[config.mk]
export PLATFORM = sky130hd
export DESIGN_NAME = fifo_burst_reader
export DESIGN_NICKNAME = d
export VERILOG_FILES = /design/src/rtl/fifo_burst_reader.sv
export SDC_FILE = /design/constraint.sdc
export NUM_CORES = 1
export LEC_CHECK = 0
export CORE_UTILIZATION = 45
export DETAILED_ROUTE_END_ITERATION = 16
export GPL_TIMING_DRIVEN = 1
export PLACE_DENSITY = 0.89
export SYNTH_ARGS = -nofsm -noshare
export SYNTH_HDL_FRONTEND = slang
export SYNTH_SLANG_ARGS = --single-unit
[constraint.sdc]
create_clock -name clk -period 2.3 [get_ports clk]
set_input_delay 0.23 -clock clk [delete_from_list [all_inputs] [get_ports clk]]
set_output_delay 0.23 -clock clk [all_outputs]
set_load 0.005 [all_outputs]
[src/rtl/fifo_burst_reader.sv]
// rtl/fifo_burst_reader.sv - read-side burst controller for a dual-clock FIFO
// Starts a burst on fill threshold or full, reads to empty or for BURST_LEN words.
module fifo_burst_reader #(
  parameter int USEDW_W   = 8,
  parameter int THRESH    = 128,
  parameter int BURST_LEN = 64,
  parameter int CNT_W     = 16
) (
  input  logic               clk,
  input  logic               rst,
  input  logic               enable,
  input  logic               mode,
  input  logic               ready,
  input  logic               clr_err,
  input  logic [USEDW_W-1:0] rdusedw,
  input  logic               rdfull,
  input  logic               rdempty,
  output logic               rdreq,
  output logic               busy,
  output logic               burst_done,
  output logic [CNT_W-1:0]   rd_count,
  output logic               underrun
);

  typedef enum logic [1:0] {S_IDLE, S_READ, S_DONE} state_t;

  localparam logic [USEDW_W-1:0] THRESH_W = USEDW_W'(THRESH);
  localparam logic [CNT_W-1:0]   LAST_CNT = CNT_W'(BURST_LEN - 1);
  localparam logic [CNT_W-1:0]   CNT_MAX  = '1;

  state_t           r_state;
  state_t           w_next;
  logic             r_mode_q;
  logic             r_busy;
  logic             r_burst_done;
  logic             r_underrun;
  logic [CNT_W-1:0] r_rd_count;
  logic             w_start;
  logic             w_rdreq;
  logic             w_last;
  logic             w_set_err;

  // rdfull covers the case where rdusedw has wrapped to 0 on a full FIFO
  assign w_start   = enable && (rdfull || (rdusedw >= THRESH_W));
  assign w_rdreq   = (r_state == S_READ) && ready && !rdempty;
  assign w_last    = w_rdreq && (r_rd_count == LAST_CNT);
  assign w_set_err = (r_state == S_READ) && r_mode_q && rdempty;

  always_comb begin
    w_next = r_state;
    case (r_state)
      S_IDLE:  if (w_start) w_next = S_READ;
      S_READ:  if (r_mode_q ? w_last : rdempty) w_next = S_DONE;
      S_DONE:  w_next = S_IDLE;
      default: w_next = S_IDLE;
    endcase
  end

  always_ff @(posedge clk) begin
    if (rst) begin
      r_state      <= S_IDLE;
      r_mode_q     <= 1'b0;
      r_busy       <= 1'b0;
      r_burst_done <= 1'b0;
      r_rd_count   <= '0;
      r_underrun   <= 1'b0;
    end else begin
      r_state      <= w_next;
      r_busy       <= (w_next != S_IDLE);
      r_burst_done <= (w_next == S_DONE);
      if ((r_state == S_IDLE) && w_start) begin
        r_mode_q   <= mode;
        r_rd_count <= '0;
      end else if (w_rdreq && (r_rd_count != CNT_MAX)) begin
        r_rd_count <= r_rd_count + CNT_W'(1);
      end
      // a new underrun outranks a simultaneous clear
      if (w_set_err) begin
        r_underrun <= 1'b1;
      end else if (clr_err) begin
        r_underrun <= 1'b0;
      end
    end
  end

  assign rdreq      = w_rdreq;
  assign busy       = r_busy;
  assign burst_done = r_burst_done;
  assign rd_count   = r_rd_count;
  assign underrun   = r_underrun;

endmodule

==> reports/results.ini, run 1 <==
[floorplanning]
die_x_um = 52.6
fp-row-count = 17
die-area_um2 = 2760
coreArea_um2 = 2320
start_util_pct = 49.6
ios = 36
fp.dieH_um = 52.6

[clock_tree]
cts-buffers-inserted = 3
cts.sinks = 22
cts_setup_buffers = 0
cts_resized = 0
clock_path_buffers = 2
h-tree-depth = 1
cts_tree = done
hold_buffers = 0
cts-root-buf = clkbuf_4
clk_pin_slew_ps = 110
clk_latency_ps = 320

[cells_and_area]
fillers = 202
nNetsFinal = 181
drive_gt1_share_pct = 7.98
syn_to_final_growth_pct = 29.6
diodes = 0

[hold_path]
holdPathEnd = r_mode_q$_SDFFE_PP0P_
hp-start = mode
whs_path_depth = 3
hp-class = input port to flop

[sta]
post-route-min-period_ps = 1860
setup_viol = 0
hold_ws_ps = 491
worst_pin_slew_ps = 601
finClkSkew_ps = 9.91
rsz0062_at_grt = false
layout_setup_ws_ps = 435
slew_violations = 0
max_clock_freq_mhz = 536
tns_ps = 0
fin_crit_sh_pct = 81.1
maxSlewHeadroom_pct = 59.5
hold_viol_final = 0

[global_routing]
grt_pass1_vias = 1089
grt_usage_pct = 23.2
antenna_found_initial = 0
grt_max_degree = 14
gr-total-overflow = 0
grt_pass1_wl_um = 4740

[critical_path]
crit_top_cell = clkdlybuf4s50_1
cp.required_ps = 2070
startpoint_type = input port
cp-end-kind = primary output
ff2ff_setup_slack_ps = 530
ff2ff_path_depth = 5
arrival_ps = 1630
path_cells = clkdlybuf4s50_1 -> nand4bb_1 -> buf_4 -> clkinv_8 -> clkdlybuf4s50_1
crit_path_max_fanout = 8
cpMaxStageDelayCell = clkdlybuf4s50_1
reg2reg_from = rd_count[0]$_SDFFE_PP0P_
crit_path_max_incr_delay_ps = 490
path_class = input port to primary output
worst_r2r_endpoint = rd_count[11]$_SDFFE_PP0P_

[synthesis]
ys_seq_area_share_pct = 38.3
yosysWarnings = 0
synth_ff_type = dfxtp_1
ys_seq_elements = 22
syn-num-nets = 150
netlist_area_um2 = 1150
ys_types = 38
synth_edf_count = 0
synthArstFlopShare_pct = 0
synth_cells = 133
syn_avg_cell_area_um2 = 8.65

[route]
wl_um = 2710
drt-pass1-iter-count = 4
vias = 1162
drc = 0
dr.first_iter.drc_count = 21
antenna_left = 0
wl_per_cell_um = 14.2
detail_route.vias_per_cell = 6.08

[placed_design]
dpl_worst_slack_ps = 382
io_buffers = 28
hpwl_um = 2030
gp_congestion = 0.861

[run_status]
outcome = completed

[power]
vdd_drop_max_v = 0.000347
pwr_density_cell_nw_per_um2 = 445
leakagePower_nw = 0.491

[run]
cap_violations = 0

placed cells by master, fill, tap and decap left out, drive strengths merged, types with 4 or more instances in the layout:
cell	count
clkdlybuf4s50	28
clkbuf	4
o31ai	5
nand3	8
nand2b	5
nand2	12
nor2	7
nand4	5
nor3	4
dfxtp	22
or4	6
a21oi	16
o21ai	5
cell usage after synthesis (all sizes together) (4+ instances only):
master   n  area, um2
buf      4       26.3
a21oi   16       80.1
o21ai    5       25.0
nand2b   5       31.3
nand4    5       46.3
nor3     4       20.0
o31ai    5       37.5
dfxtp   22        440
or4      6       45.0
nand3    8       40.0
nor2     7       26.3
nand2   12       47.6
registers in the layout, summed over array words and instances (netlist names):
register	count
underrun	1
r_state	2
burst_done	1
r_mode_q	1
rd_count	16
busy	1
critical path, delay by kind of cell:
family	cells	cell delay (ps)
buf+inv	4	1200
simple gates	1	200
kinds of logic (layout without fill, tap and decap cells):
family / Yosys count / in the layout / synth area share [%]
compound gates: 33 / 33 / 17.5
fa+ha+maj: 1 / 1 / 1.09
simple gates: 68 / 68 / 36.5
flops: 22 / 22 / 38.3
buf+inv: 6 / 36 / 4.02
mux: 3 / 3 / 2.61
through the flow:
step / util, % / power (W) / cell area, um2 / cells
global route: 64.3 / 0.000695 / 1490 / 191
finish: 64.3 / 0.000664 / 1490 / 191
CTS: 64.3 / 0.000672 / 1490 / 191
detailed placement: 62.8 / 0.000457 / 1460 / 187
floorplan: - / 0.000431 / 1150 / 133
global placement: 62.8 / 0.000455 / 1460 / 187
how the worst max path moves through the flow:
stage / from / to / slack [ps] / cells after the start
detailed placement: rdempty / rd_count[11]$_SDFFE_PP0P_ / 380 / 7
CTS: rdempty / rdreq / 440 / 5
finish: rdempty / rdreq / 440 / 5
floorplan: rd_count[0]$_SDFFE_PP0P_ / rd_count[11]$_SDFFE_PP0P_ / 670 / 5
global route: rdempty / rdreq / 380 / 5
global placement: rdempty / rd_count[11]$_SDFFE_PP0P_ / 390 / 7
where the power goes:
part,internal (W),total [W],switching [W],leakage [nW]
Combinational,0.0000290,0.0000583,0.0000293,0.292
Sequential,0.000387,0.000391,0.00000420,0.178
Clock,0.0000968,0.000214,0.000117,0.0210
Total,0.000513,0.000664,0.000151,0.491
cell type report:
cell class | count | area, um2 | share of cell area [%]
timing repair buffer | 30 | 295 | 19.8
inverter | 2 | 20.0 | 1.34
clock buffer | 4 | 36.3 | 2.43
sequential | 22 | 440 | 29.5
tap | 28 | 35.0 | 2.35
multi-input combinational | 105 | 664 | 44.5
routing by layer:
layer  GRT usage (%)  share of wire (%)  vias up
li1                -                  -      575
met1            26.7                 44      538
met2            42.0                 50       47
met3            6.38                5.8        2
met4            5.26               0.59        0
met5               0                  0        -
Power figures use the tool's default switching activity.
==> inputs of run 2 (changes only) <==
Settings changed: CORE_UTILIZATION 45 to 41, PLACE_DENSITY 0.89 to 0.86.
Clock period 2.3 ns to 1.7 ns, I/O delays scaled along.
==> reports/results.ini, run 2 (synthesis gave the netlist of run 1 again) <==
[route]
vias = 1256  ; was 1162
wl_um = 3060  ; was 2710 um
dr.max_layer_used = met4  ; unchanged
drc = 0  ; unchanged
antenna_left = 0  ; unchanged
drt-pass1-iter-count = 4  ; unchanged
routed-wl-met3_um = 167  ; was 156 um
dr.first_iter.drc_count = 40  ; was 21
wl_per_cell_um = 14.4  ; was 14.2 um
wl_met2_um = 1550  ; was 1360 um
detail_route.vias_per_cell = 5.90  ; was 6.08
drt-met1-wl_um = 1300  ; was 1180 um

[clock_tree]
cts-buffers-inserted = 3  ; unchanged
cts-root-buf = clkbuf_4  ; unchanged
clk_pin_slew_ps = 120  ; was 110 ps
cts_tree = done  ; unchanged
clock_path_buffers = 2  ; unchanged
cts.sinks = 22  ; unchanged
h-tree-depth = 1  ; unchanged
clk_latency_ps = 320  ; about the same
hold_buffers = 0  ; unchanged

[placed_design]
dpl_cell_area_um2 = 1590  ; was 1460 um2
io_buffers = 28  ; unchanged
gp_congestion = 0.881  ; was 0.861
hpwl_um = 2260  ; was 2030 um
dp.cells = 206  ; was 187

[critical_path]
crit_path_start = rd_count[14]$_SDFFE_PP0P_  ; was rdempty
arrival_ps = 1890  ; was 1630 ps
startpoint_type = flop  ; was input port
ff2ff_path_depth = 4  ; was 5
worst_r2r_endpoint = r_state[0]$_SDFF_PP0_  ; was rd_count[11]$_SDFFE_PP0P_
cp-end-kind = flop  ; was primary output
cp.required_ps = 1920  ; was 2070 ps
crit_path_max_fanout = 7  ; was 8
ff2ff_setup_slack_ps = 30  ; was 530 ps
path_class = flop to flop  ; was input port to primary output
reg2reg_from = rd_count[14]$_SDFFE_PP0P_  ; was rd_count[0]$_SDFFE_PP0P_

[run_status]
outcome = completed  ; unchanged

[hold_path]
hp-start = mode  ; unchanged
hp-class = input port to flop  ; unchanged
holdPathEnd = r_mode_q$_SDFFE_PP0P_  ; unchanged
whs_path_depth = 3  ; unchanged

[sta]
worst_pin_slew_ps = 429  ; was 601 ps
rsz0062_at_grt = true  ; was false
finClkSkew_ps = 3.75  ; was 9.91 ps
setup_viol = 0  ; unchanged
fin_crit_sh_pct = 98.3
max_clock_freq_mhz = 598
slew_violations = 0  ; unchanged
hold_viol_final = 0  ; unchanged
maxSlewHeadroom_pct = 71.0  ; was 59.5%
tns_ps = 0  ; unchanged
post-route-min-period_ps = 1670

[global_routing]
grt_max_degree = 14  ; unchanged
grt_usage_pct = 21.1  ; was 23.2%
grt_pass1_vias = 1100  ; was 1089
antenna_found_initial = 0  ; unchanged
gr-total-overflow = 0  ; unchanged
grt_pass1_wl_um = 4610  ; was 4740 um

[cells_and_area]
register_area_um2 = 445  ; was 440 um2
final_common_cell = clkdlybuf4s50_1  ; unchanged
syn_to_final_growth_pct = 46.4  ; was 29.6%
multi_input_area_um2 = 698  ; was 664 um2
largest_reg_flops = 16  ; unchanged
fillers = 233  ; was 202
drive_gt1_share_pct = 23.0  ; was 7.98%
diodes = 0  ; unchanged
nNetsFinal = 201  ; was 181
design_area_um2 = 1690  ; was 1490 um2
final_cell_mix = 27 x clkdlybuf4s50_1, 21 x buf_4, 18 x dfxtp_1, 15 x a21oi_1, 11 x nand2_1  ; was 28 x clkdlybuf4s50_1, 22 x dfxtp_1, 16 x a21oi_1, 11 x nand2_1, 8 x nand3_1
final_cells = 213  ; was 191

[floorplanning]
start_util_pct = 44.8  ; was 49.6%
fp-row-count = 18  ; was 17
die-area_um2 = 3020  ; was 2760 um2
die_x_um = 55.0  ; was 52.6 um
fp.dieH_um = 55.0  ; was 52.6 um
coreArea_um2 = 2570  ; was 2320 um2
ios = 36  ; unchanged

[run]
cap_violations = 0  ; unchanged

[power]
power.total_w = 0.000917  ; was 0.000664 W
vdd_drop_max_v = 0.000594  ; was 0.000347 V
pwr_density_cell_nw_per_um2 = 544  ; was 445 nW/um2
leakagePower_nw = 0.616  ; was 0.491 nW

==> run 2: cell types whose count changed in the layout (fill, tap and decap cells not counted), sizes merged <==
cell / before / now
buf: 2 / 22
clkdlybuf4s50: 28 / 27
dlygate4sd2: 0 / 1
==> run 2: timing repair <==
action | in CTS | in global routing
pin swaps | 0 | 1
buffers inserted | 2 | 1
gates cloned | 0 | 0
endpoints found under the setup margin | 1 | 11
gates resized for setup | 3 | 9
==> run 2: cell type report <==
class                   count  share of cell area [%]
flip-flops and latches     22                    26.4
well taps                  30                    2.23
clock buffers               4                    2.15
multi-input cells         105                    41.4
inverters                   2                    1.19
repair buffers             50                    26.6
==> run 2: how the worst max path moves through the flow <==
| stage | end | slack [ps] | depth (start not counted) |
|---|---|---|---|
| after floorplan | rd_count[11]$_SDFFE_PP0P_ | 70 | 5 |
| after global placement | rd_count[11]$_SDFFE_PP0P_ | -90 | 7 |
| after detailed placement | rd_count[11]$_SDFFE_PP0P_ | -130 | 7 |
| after CTS | rd_count[11]$_SDFFE_PP0P_ | 20 | 5 |
| after global routing | r_state[1]$_SDFF_PP0_ | -90 | 4 |
| final | r_state[0]$_SDFF_PP0_ | 30 | 4 |
==> run 2: worst max-delay path, cell delays in order (launching register included) <==
cell,delay (ps)
dfxtp_1,390
or4_1,570
nor4_2,240
a41oi_2,210
o2bb2ai_1,160
==> run 2: routing by layer <==
| layer | vias up | global-route usage (%) |
|---|---|---|
| met5 | - | 0 |
| met4 | 0 | 7.92 |
| met3 | 4 | 2.73 |
| met2 | 47 | 38.0 |
| met1 | 594 | 25.3 |
| li1 | 611 | - |
==> run 2: through the flow <==
stage	hold WS, ps	util, %	setup slack, ps
2_1_floorplan	317	-	66.7
3_3_place_gp	477	61.7	-87.9
3_5_place_dp	483	61.7	-131
4_1_cts	398	63.9	15.8
5_1_grt	436	65.6	-89.2
6_report	400	65.6	28.6
==> run 2: where the power goes <==
| part | switching [W] | internal, W |
|---|---|---|
| clock network | 0.000166 | 0.000131 |
| registers | 0.00000477 | 0.000524 |
| logic | 0.0000429 | 0.0000482 |
| total | 0.000214 | 0.000703 |
==> inputs of run 3 (changes only) <==
Settings changed: TNS_END_PERCENT from default to 30.
==> results of run 3 <==
The final DEF is identical to that of run 2; final timing and power are the same.
